[config.mk]
export PLATFORM = sky130hd
export DESIGN_NAME = life_pixel_renderer
export DESIGN_NICKNAME = d
export VERILOG_FILES = /design/src/rtl/life_pixel_renderer.sv
export SDC_FILE = /design/constraint.sdc
export NUM_CORES = 1
export LEC_CHECK = 0
export CAP_MARGIN = 40
export CORE_ASPECT_RATIO = 1.4
export CORE_MARGIN = 5
export CORE_UTILIZATION = 43
export CTS_CLUSTER_SIZE = 12
export DETAILED_ROUTE_END_ITERATION = 7
export PLACE_DENSITY = 0.8
export SLEW_MARGIN = 20
export SYNTH_ARGS = -nofsm -noshare
export SYNTH_HDL_FRONTEND = slang
export SYNTH_SLANG_ARGS = --single-unit
[constraint.sdc]
create_clock -name i_clk -period 1.1 [get_ports i_clk]
set_input_delay 0.275 -clock i_clk [delete_from_list [all_inputs] [get_ports i_clk]]
set_output_delay 0.275 -clock i_clk [all_outputs]
set_load 0.01 [all_outputs]
[src/rtl/life_pixel_renderer.sv]
// Pixel-colour stage behind the VESA sync generator: maps raster coordinates to Game of Life
// cells, reads them from a double-buffered cell RAM and drives RGB with sync delayed by 3 cycles.
module life_pixel_renderer #(
    parameter int          HLEN       = 1280,
    parameter int          VHEIGHT    = 1024,
    parameter int          CELL_SHIFT = 4,
    parameter int          GRID_W     = 80,
    parameter int          ADDR_W     = 13,
    parameter bit          GRID_EN    = 1'b1,
    parameter logic [11:0] ALIVE_RGB  = 12'hFFF,
    parameter logic [11:0] DEAD_RGB   = 12'h000,
    parameter logic [11:0] GRID_RGB   = 12'h444
) (
    input  logic              i_clk,
    input  logic              i_rst,
    input  logic [10:0]       i_x,
    input  logic [10:0]       i_y,
    input  logic              i_hsync,
    input  logic              i_vsync,
    input  logic              i_frame,
    input  logic              i_swap_req,
    output logic              o_swap_ack,
    output logic              o_rd_en,
    output logic [ADDR_W:0]   o_rd_addr,
    input  logic              i_rd_data,
    output logic [11:0]       o_rgb,
    output logic              o_hsync,
    output logic              o_vsync
);

    localparam logic [10:0]       HLEN_C    = 11'(HLEN);
    localparam logic [10:0]       VHEIGHT_C = 11'(VHEIGHT);
    localparam logic [ADDR_W-1:0] GRID_W_C  = ADDR_W'(GRID_W);

    logic [ADDR_W-1:0] w_col;
    logic [ADDR_W-1:0] w_row;
    logic [ADDR_W-1:0] w_cell;
    logic              w_active;
    logic              w_grid;
    logic [11:0]       w_pix_rgb;

    logic              r_disp_buf;
    logic              r_swap_ack;
    logic              r_rd_en;
    logic [ADDR_W:0]   r_rd_addr;
    logic              r_active1;
    logic              r_grid1;
    logic              r_active2;
    logic              r_grid2;
    logic [11:0]       r_rgb;
    logic [2:0]        r_hsync_pipe;
    logic [2:0]        r_vsync_pipe;

    assign w_col    = ADDR_W'(i_x >> CELL_SHIFT);
    assign w_row    = ADDR_W'(i_y >> CELL_SHIFT);
    assign w_cell   = w_row * GRID_W_C + w_col;
    assign w_active = (i_x < HLEN_C) && (i_y < VHEIGHT_C);
    assign w_grid   = GRID_EN && ((i_x[CELL_SHIFT-1:0] == '0) || (i_y[CELL_SHIFT-1:0] == '0));

    // Colour select for the output register; grid lines win over cell state.
    always_comb begin
        w_pix_rgb = 12'h000;
        if (!r_active2) begin
            w_pix_rgb = 12'h000;
        end else if (r_grid2) begin
            w_pix_rgb = GRID_RGB;
        end else if (i_rd_data) begin
            w_pix_rgb = ALIVE_RGB;
        end else begin
            w_pix_rgb = DEAD_RGB;
        end
    end

    // Displayed-buffer select; toggling on the frame cycle means the next read is pixel (0,0).
    always_ff @(posedge i_clk or posedge i_rst) begin
        if (i_rst) begin
            r_disp_buf <= 1'b0;
            r_swap_ack <= 1'b0;
        end else if (i_frame && i_swap_req) begin
            r_disp_buf <= ~r_disp_buf;
            r_swap_ack <= 1'b1;
        end else begin
            r_disp_buf <= r_disp_buf;
            r_swap_ack <= 1'b0;
        end
    end

    // Stage 1: RAM address/enable; the address holds through blanking.
    always_ff @(posedge i_clk or posedge i_rst) begin
        if (i_rst) begin
            r_rd_en   <= 1'b0;
            r_rd_addr <= '0;
            r_active1 <= 1'b0;
            r_grid1   <= 1'b0;
        end else begin
            r_rd_en   <= w_active;
            r_active1 <= w_active;
            r_grid1   <= w_grid;
            if (w_active) begin
                r_rd_addr <= {r_disp_buf, w_cell};
            end else begin
                r_rd_addr <= r_rd_addr;
            end
        end
    end

    // Stage 2 (RAM data arrives) and stage 3 (colour register).
    always_ff @(posedge i_clk or posedge i_rst) begin
        if (i_rst) begin
            r_active2 <= 1'b0;
            r_grid2   <= 1'b0;
            r_rgb     <= 12'h000;
        end else begin
            r_active2 <= r_active1;
            r_grid2   <= r_grid1;
            r_rgb     <= w_pix_rgb;
        end
    end

    // Sync delay line matching the three pixel stages; idles high (inactive).
    always_ff @(posedge i_clk or posedge i_rst) begin
        if (i_rst) begin
            r_hsync_pipe <= 3'b111;
            r_vsync_pipe <= 3'b111;
        end else begin
            r_hsync_pipe <= {r_hsync_pipe[1:0], i_hsync};
            r_vsync_pipe <= {r_vsync_pipe[1:0], i_vsync};
        end
    end

    assign o_swap_ack = r_swap_ack;
    assign o_rd_en    = r_rd_en;
    assign o_rd_addr  = r_rd_addr;
    assign o_rgb      = r_rgb;
    assign o_hsync    = r_hsync_pipe[2];
    assign o_vsync    = r_vsync_pipe[2];

endmodule

-- Word-level counts from Yosys, hierarchy flattened
Cells that the tools add are included.
- input bits: 29
- memories: 0
- bits in writable memories: 0
- memory bits (read-only): 0
- register bits after elaboration: 38
- output and inout port bits: 30
- logic and storage cells: 24
- bits in latches: 0
- add/subtract/negate cells: 1
- shift operators: 0
- reductions and logical operators: 5
- $mul: 1
- eq/ne operators: 0
- magnitude comparators: 2
- multiplexer cells: 4
- divide/modulo/power cells: 0
- bitwise gates (word level): 1
- operator list (kind ; count):
    two-way mux 12 bit ; 3
    less-than comparator 11 bit (second input constant) ; 2
    adder 13 x 7 -> 13 bit ; 1
    multiplier 7 x 3 -> 9 bit (second input constant) ; 1
    logical NOT 4 bit ; 2
    logical AND 1 bit ; 2
    logical OR 1 bit ; 1
    two-way mux 1 bit ; 1
    NOT 1 bit ; 1

-- Logic depth before layout (Yosys ltp)
- depth in word-level cells: 3
- mapped depth: 8
- depth with buffers taken out: 8

-- Worst setup path before layout
No wires, ideal clock.
- path kind: input to register
- start: in i_y[5]
- end: reg r_rd_addr[11], in the netlist o_rd_addr[11]
- data required time: 975 ps
- data arrival time: 2170 ps
- path slack: -1195 ps
- stages: 8
- path buffers: 0
- library setup time: 125 ps
- path through: ha_1 > ha_1 > fa_1 > nand2_1 > or2_4 > nor4b_4 > xnor2_1 > mux2_4
- cells in the longest elaborated chain, start to end: 2
- elaborated cells on any way between the ends: 4
- classes of those cells: add/sub (1); mul (1); order compare (1); reduce/logical (1)
- RTL lines (element ; RTL line ; source):
    start: declaration ; 17 ; input logic [10:0] i_y,
    multiplier 7 x 3 -> 9 bit / less-than comparator 11 bit (equally long branches) ; 56, 57 ;
    adder 13 x 7 -> 13 bit / logical AND 1 bit (equally long branches) ; 56, 57 ;
    end signal: assignment ; 100 ; r_rd_addr <= {r_disp_buf, w_cell};
    end signal: assignment ; 102 ; r_rd_addr <= r_rd_addr;
    end: declaration ; 45 ; logic [ADDR_W:0] r_rd_addr;
Parallel ways exist; a longest one is shown, timed or not.
A chain may end at the register's enable or synchronous reset.

-- Worst setup path in the final report
- start: in i_y[5]
- end: reg r_rd_addr[12], in the netlist o_rd_addr[12]
The elaborated chain is that of the path after synthesis.

==> flow_metrics.tcl <==
set metrics [dict create \
    status "finished, violations left" \
    violations "setup timing" \
    tns_ns -9.469 \
    drive_gt1_share_pct 48.34 \
    grt_overflow 0 \
    viasPerCell 4.968 \
    clock_sinks 28 \
    yosysWarnings 0 \
    synth_area_sq_um 1455 \
    worst_slew_pin_slew_ns 0.3181 \
    dieWidth_um 59.17 \
    syn2layout_area_growth_pct 70.76 \
    wl_per_cell_um 15.02 \
    peakVddDrop_mv 1.039 \
    worstSetupEndpointType "flip-flop" \
    min_period_ns 2.083 \
    regToRegSetupSlack_ns 0.26 \
    worst_slack_ns -0.9832 \
    gp_congestion 0.7816 \
    wirelength_um 3770 \
    grt_max_degree 17 \
    synth_nets 172 \
    start_util_pct 43.89 \
    crit_top_cell "ha_4" \
    port_buffers 58 \
    grt_antenna_before_repair 0 \
    arrival_ns 2.27 \
    grt_setup_unrepaired "yes" \
    path_cells "buf_8, ha_4, ha_4, fa_2, nand2_2, or2_4, nand2b_4, o31a_1, o31ai_2" \
    r2r_start "o_rd_addr[9]" \
    hold_viol 0 \
    critPathLaunch "i_y[5]" \
    die_h_um 78.83 \
    setup_viol 20 \
    dp.cells 232 \
    fin_cells 251 \
    drtAntennaViolNets 0 \
    cap_violations 0 \
    remaining_drc_errors 0 \
    cts-buffers-inserted 3 \
    ys_seq_area_share_pct 48.67 \
    drt_iter0_markers 13 \
    syn_area_per_cell_sq_um 11.37 \
    power_leakage_nw 1.174 \
    diodes 0 \
    crit_required_ns 1.29 \
    cts_tree "built" \
    row_count 25 \
    skew_ns 0.001699 \
    grtUsageTotal_pct 17.83 \
    hpwl_um 2845 \
    nets 256 \
    power.density_nw_per_um2 1359 \
    slowest_delay_ns 0.56 \
    num_vias 1247 \
    worstPathMaxFanout 3 \
    clk_path_buf_depth 2 \
    crit_path_start_kind "input port" \
    grt_pass1_vias 1370 \
    synth_seq_cells 28 \
    clockRootBuffer "clkbuf_8" \
    die_area_sq_um 4664 \
    coreArea_sq_um 3316 \
    synth_cells 128 \
    maxSlewHeadroom_pct 78.65 \
    fmax_mhz 480.0 \
    min_period_over_period_pct 189.4 \
    grt_pass1_wl_um 6196 \
    synth_cell_types 34 \
    finalMaxSlewViolations 0 \
    io_pins 59 \
    crit_type "input port to flip-flop" \
    min_path_type "input port to async pin" \
    cts.htree.levels 1 \
    dr.pass1.iters 4 \
    clkLatencyLatePin_ns 0.27 \
    path_clk_slew_ns 0.09 \
    whs_ns 0.2946 \
    critPathSlowestCell "fa_2" \
]
layout by cell type (no fill, tap or decap), drive strengths merged, types with 2 or more instances in the layout:
cell type | synthesis | layout
ha | 13 | 13
nor2 | 3 | 3
clkbuf | 1 | 3
dfrtp | 22 | 22
nand2b | 2 | 2
buf | 11 | 61
inv | 2 | 2
clkdlybuf4s50 | 0 | 27
xnor2 | 3 | 3
a21oi | 3 | 3
xor2 | 5 | 5
mux2 | 2 | 2
a21o | 3 | 3
nand2 | 29 | 29
o21bai | 2 | 2
o21ai | 9 | 9
fa | 2 | 2
dlygate4sd2 | 0 | 2
dfstp | 6 | 6
sequential cells by signal (all words and copies together) (netlist names), 2 cells and up:
name,count
o_rd_addr,14
r_hsync_pipe,3
r_vsync_pipe,3
o_rgb,2
synth_stat cells:
cell type	number	area, sq um
inv_1	1	3.750
clkbuf_1	1	3.750
nor4_1	1	6.260
inv_2	1	3.750
nand2_1	29	108.9
o21ai_1	6	30.03
nor4b_4	1	23.77
mux2_2	1	11.26
a21o_1	3	22.52
nand2b_1	1	6.260
o31ai_1	1	7.510
ha_1	13	162.7
o41ai_1	1	8.760
or4_1	1	7.510
xor2_4	1	27.53
o31a_1	1	8.760
xor2_1	4	35.03
xnor2_1	3	26.28
a21oi_2	1	8.760
mux2_4	1	15.01
o21a_1	1	7.510
nand2b_4	1	13.76
buf_4	10	75.07
a21oi_1	2	10.01
a211oi_2	1	12.51
fa_1	2	40.04
dfrtp_1	22	550.5
buf_1	1	3.750
nor2_1	3	11.26
or2_4	1	8.760
o21bai_1	2	15.01
o21ai_0	3	15.01
dfstp_2	6	157.7
and2_1	1	6.260
report_power, final:
part / switching (mW) / total, mW / internal [mW]
clock network: 0.299 / 0.787 / 0.487
logic: 0.548 / 1.29 / 0.745
registers: 0.0980 / 1.30 / 1.20
total: 0.946 / 3.38 / 2.43
per-stage QoR:
step | area (sq um) | worst slack, ns | total power, mW | util [%]
after global placement | 2208 | -1.633 | 2.402 | 66.60
after floorplan | 1525 | -1.082 | 1.863 | -
after global routing | 2485 | -1.013 | 3.582 | 74.94
after detailed placement | 2208 | -1.717 | 2.448 | 66.60
final | 2485 | -0.9832 | 3.376 | 74.94
after CTS | 2395 | -1.007 | 3.289 | 72.23
kinds of logic (layout without fill, tap and decap cells):
group                      after synthesis  count (layout)  share of synthesized area, %
muxes                                    2               2                         1.805
xor gates and xnor gates                 8               8                         6.105
adders and majority gates               15              15                         13.93
DFF                                     28              28                         48.67
buffers and inverters                   14              97                         6.190
and+or+nand+nor                         39              39                         13.24
AOI/OAI and AO/OA                       22              22                         10.06
what timing repair did:
| item | 4_1_cts | 5_1_grt |
|---|---|---|
| pin swaps | 17 | 12 |
| setup buffers | 10 | 6 |
| resized for setup | 146 | 11 |
| endpoints found under the setup margin | 45 | 41 |
| cloned | 0 | 0 |
| hold buffers | 0 | 0 |
final cells by class:
cell class,count,area [sq um]
clock buffers,3,41.29
inverters,2,7.507
flip-flops and latches,28,708.2
multi-input cells,86,857.1
clock inverters,1,30.03
repair buffers,91,790.8
well taps,40,50.05
fillers,215,830.8
routing by layer:
layer	GRT usage, %	routed length, um
met5	0	0
met4	8.844	87
met3	2.927	263
met2	34.73	2198
met1	17.00	1221
path summary, 6_finish.rpt:
check                                   to  cells after the start
max                          o_rd_addr[12]                      9
min                             r_disp_buf                      3
max reg2reg                   o_rd_addr[9]                      4
min reg2reg                        r_grid2                      0
max in group asynchronous  r_vsync_pipe[0]                      3
min in group i_clk                 r_grid2                      0
worst max-delay path, delay by kind of cell:
kind	cells	cell delay, ns
buf+inv	1	0.10
simple gates	3	0.49
compound gates	2	0.45
fa+ha+maj	3	0.95
Note: power is estimated with default switching activity, not from simulation.
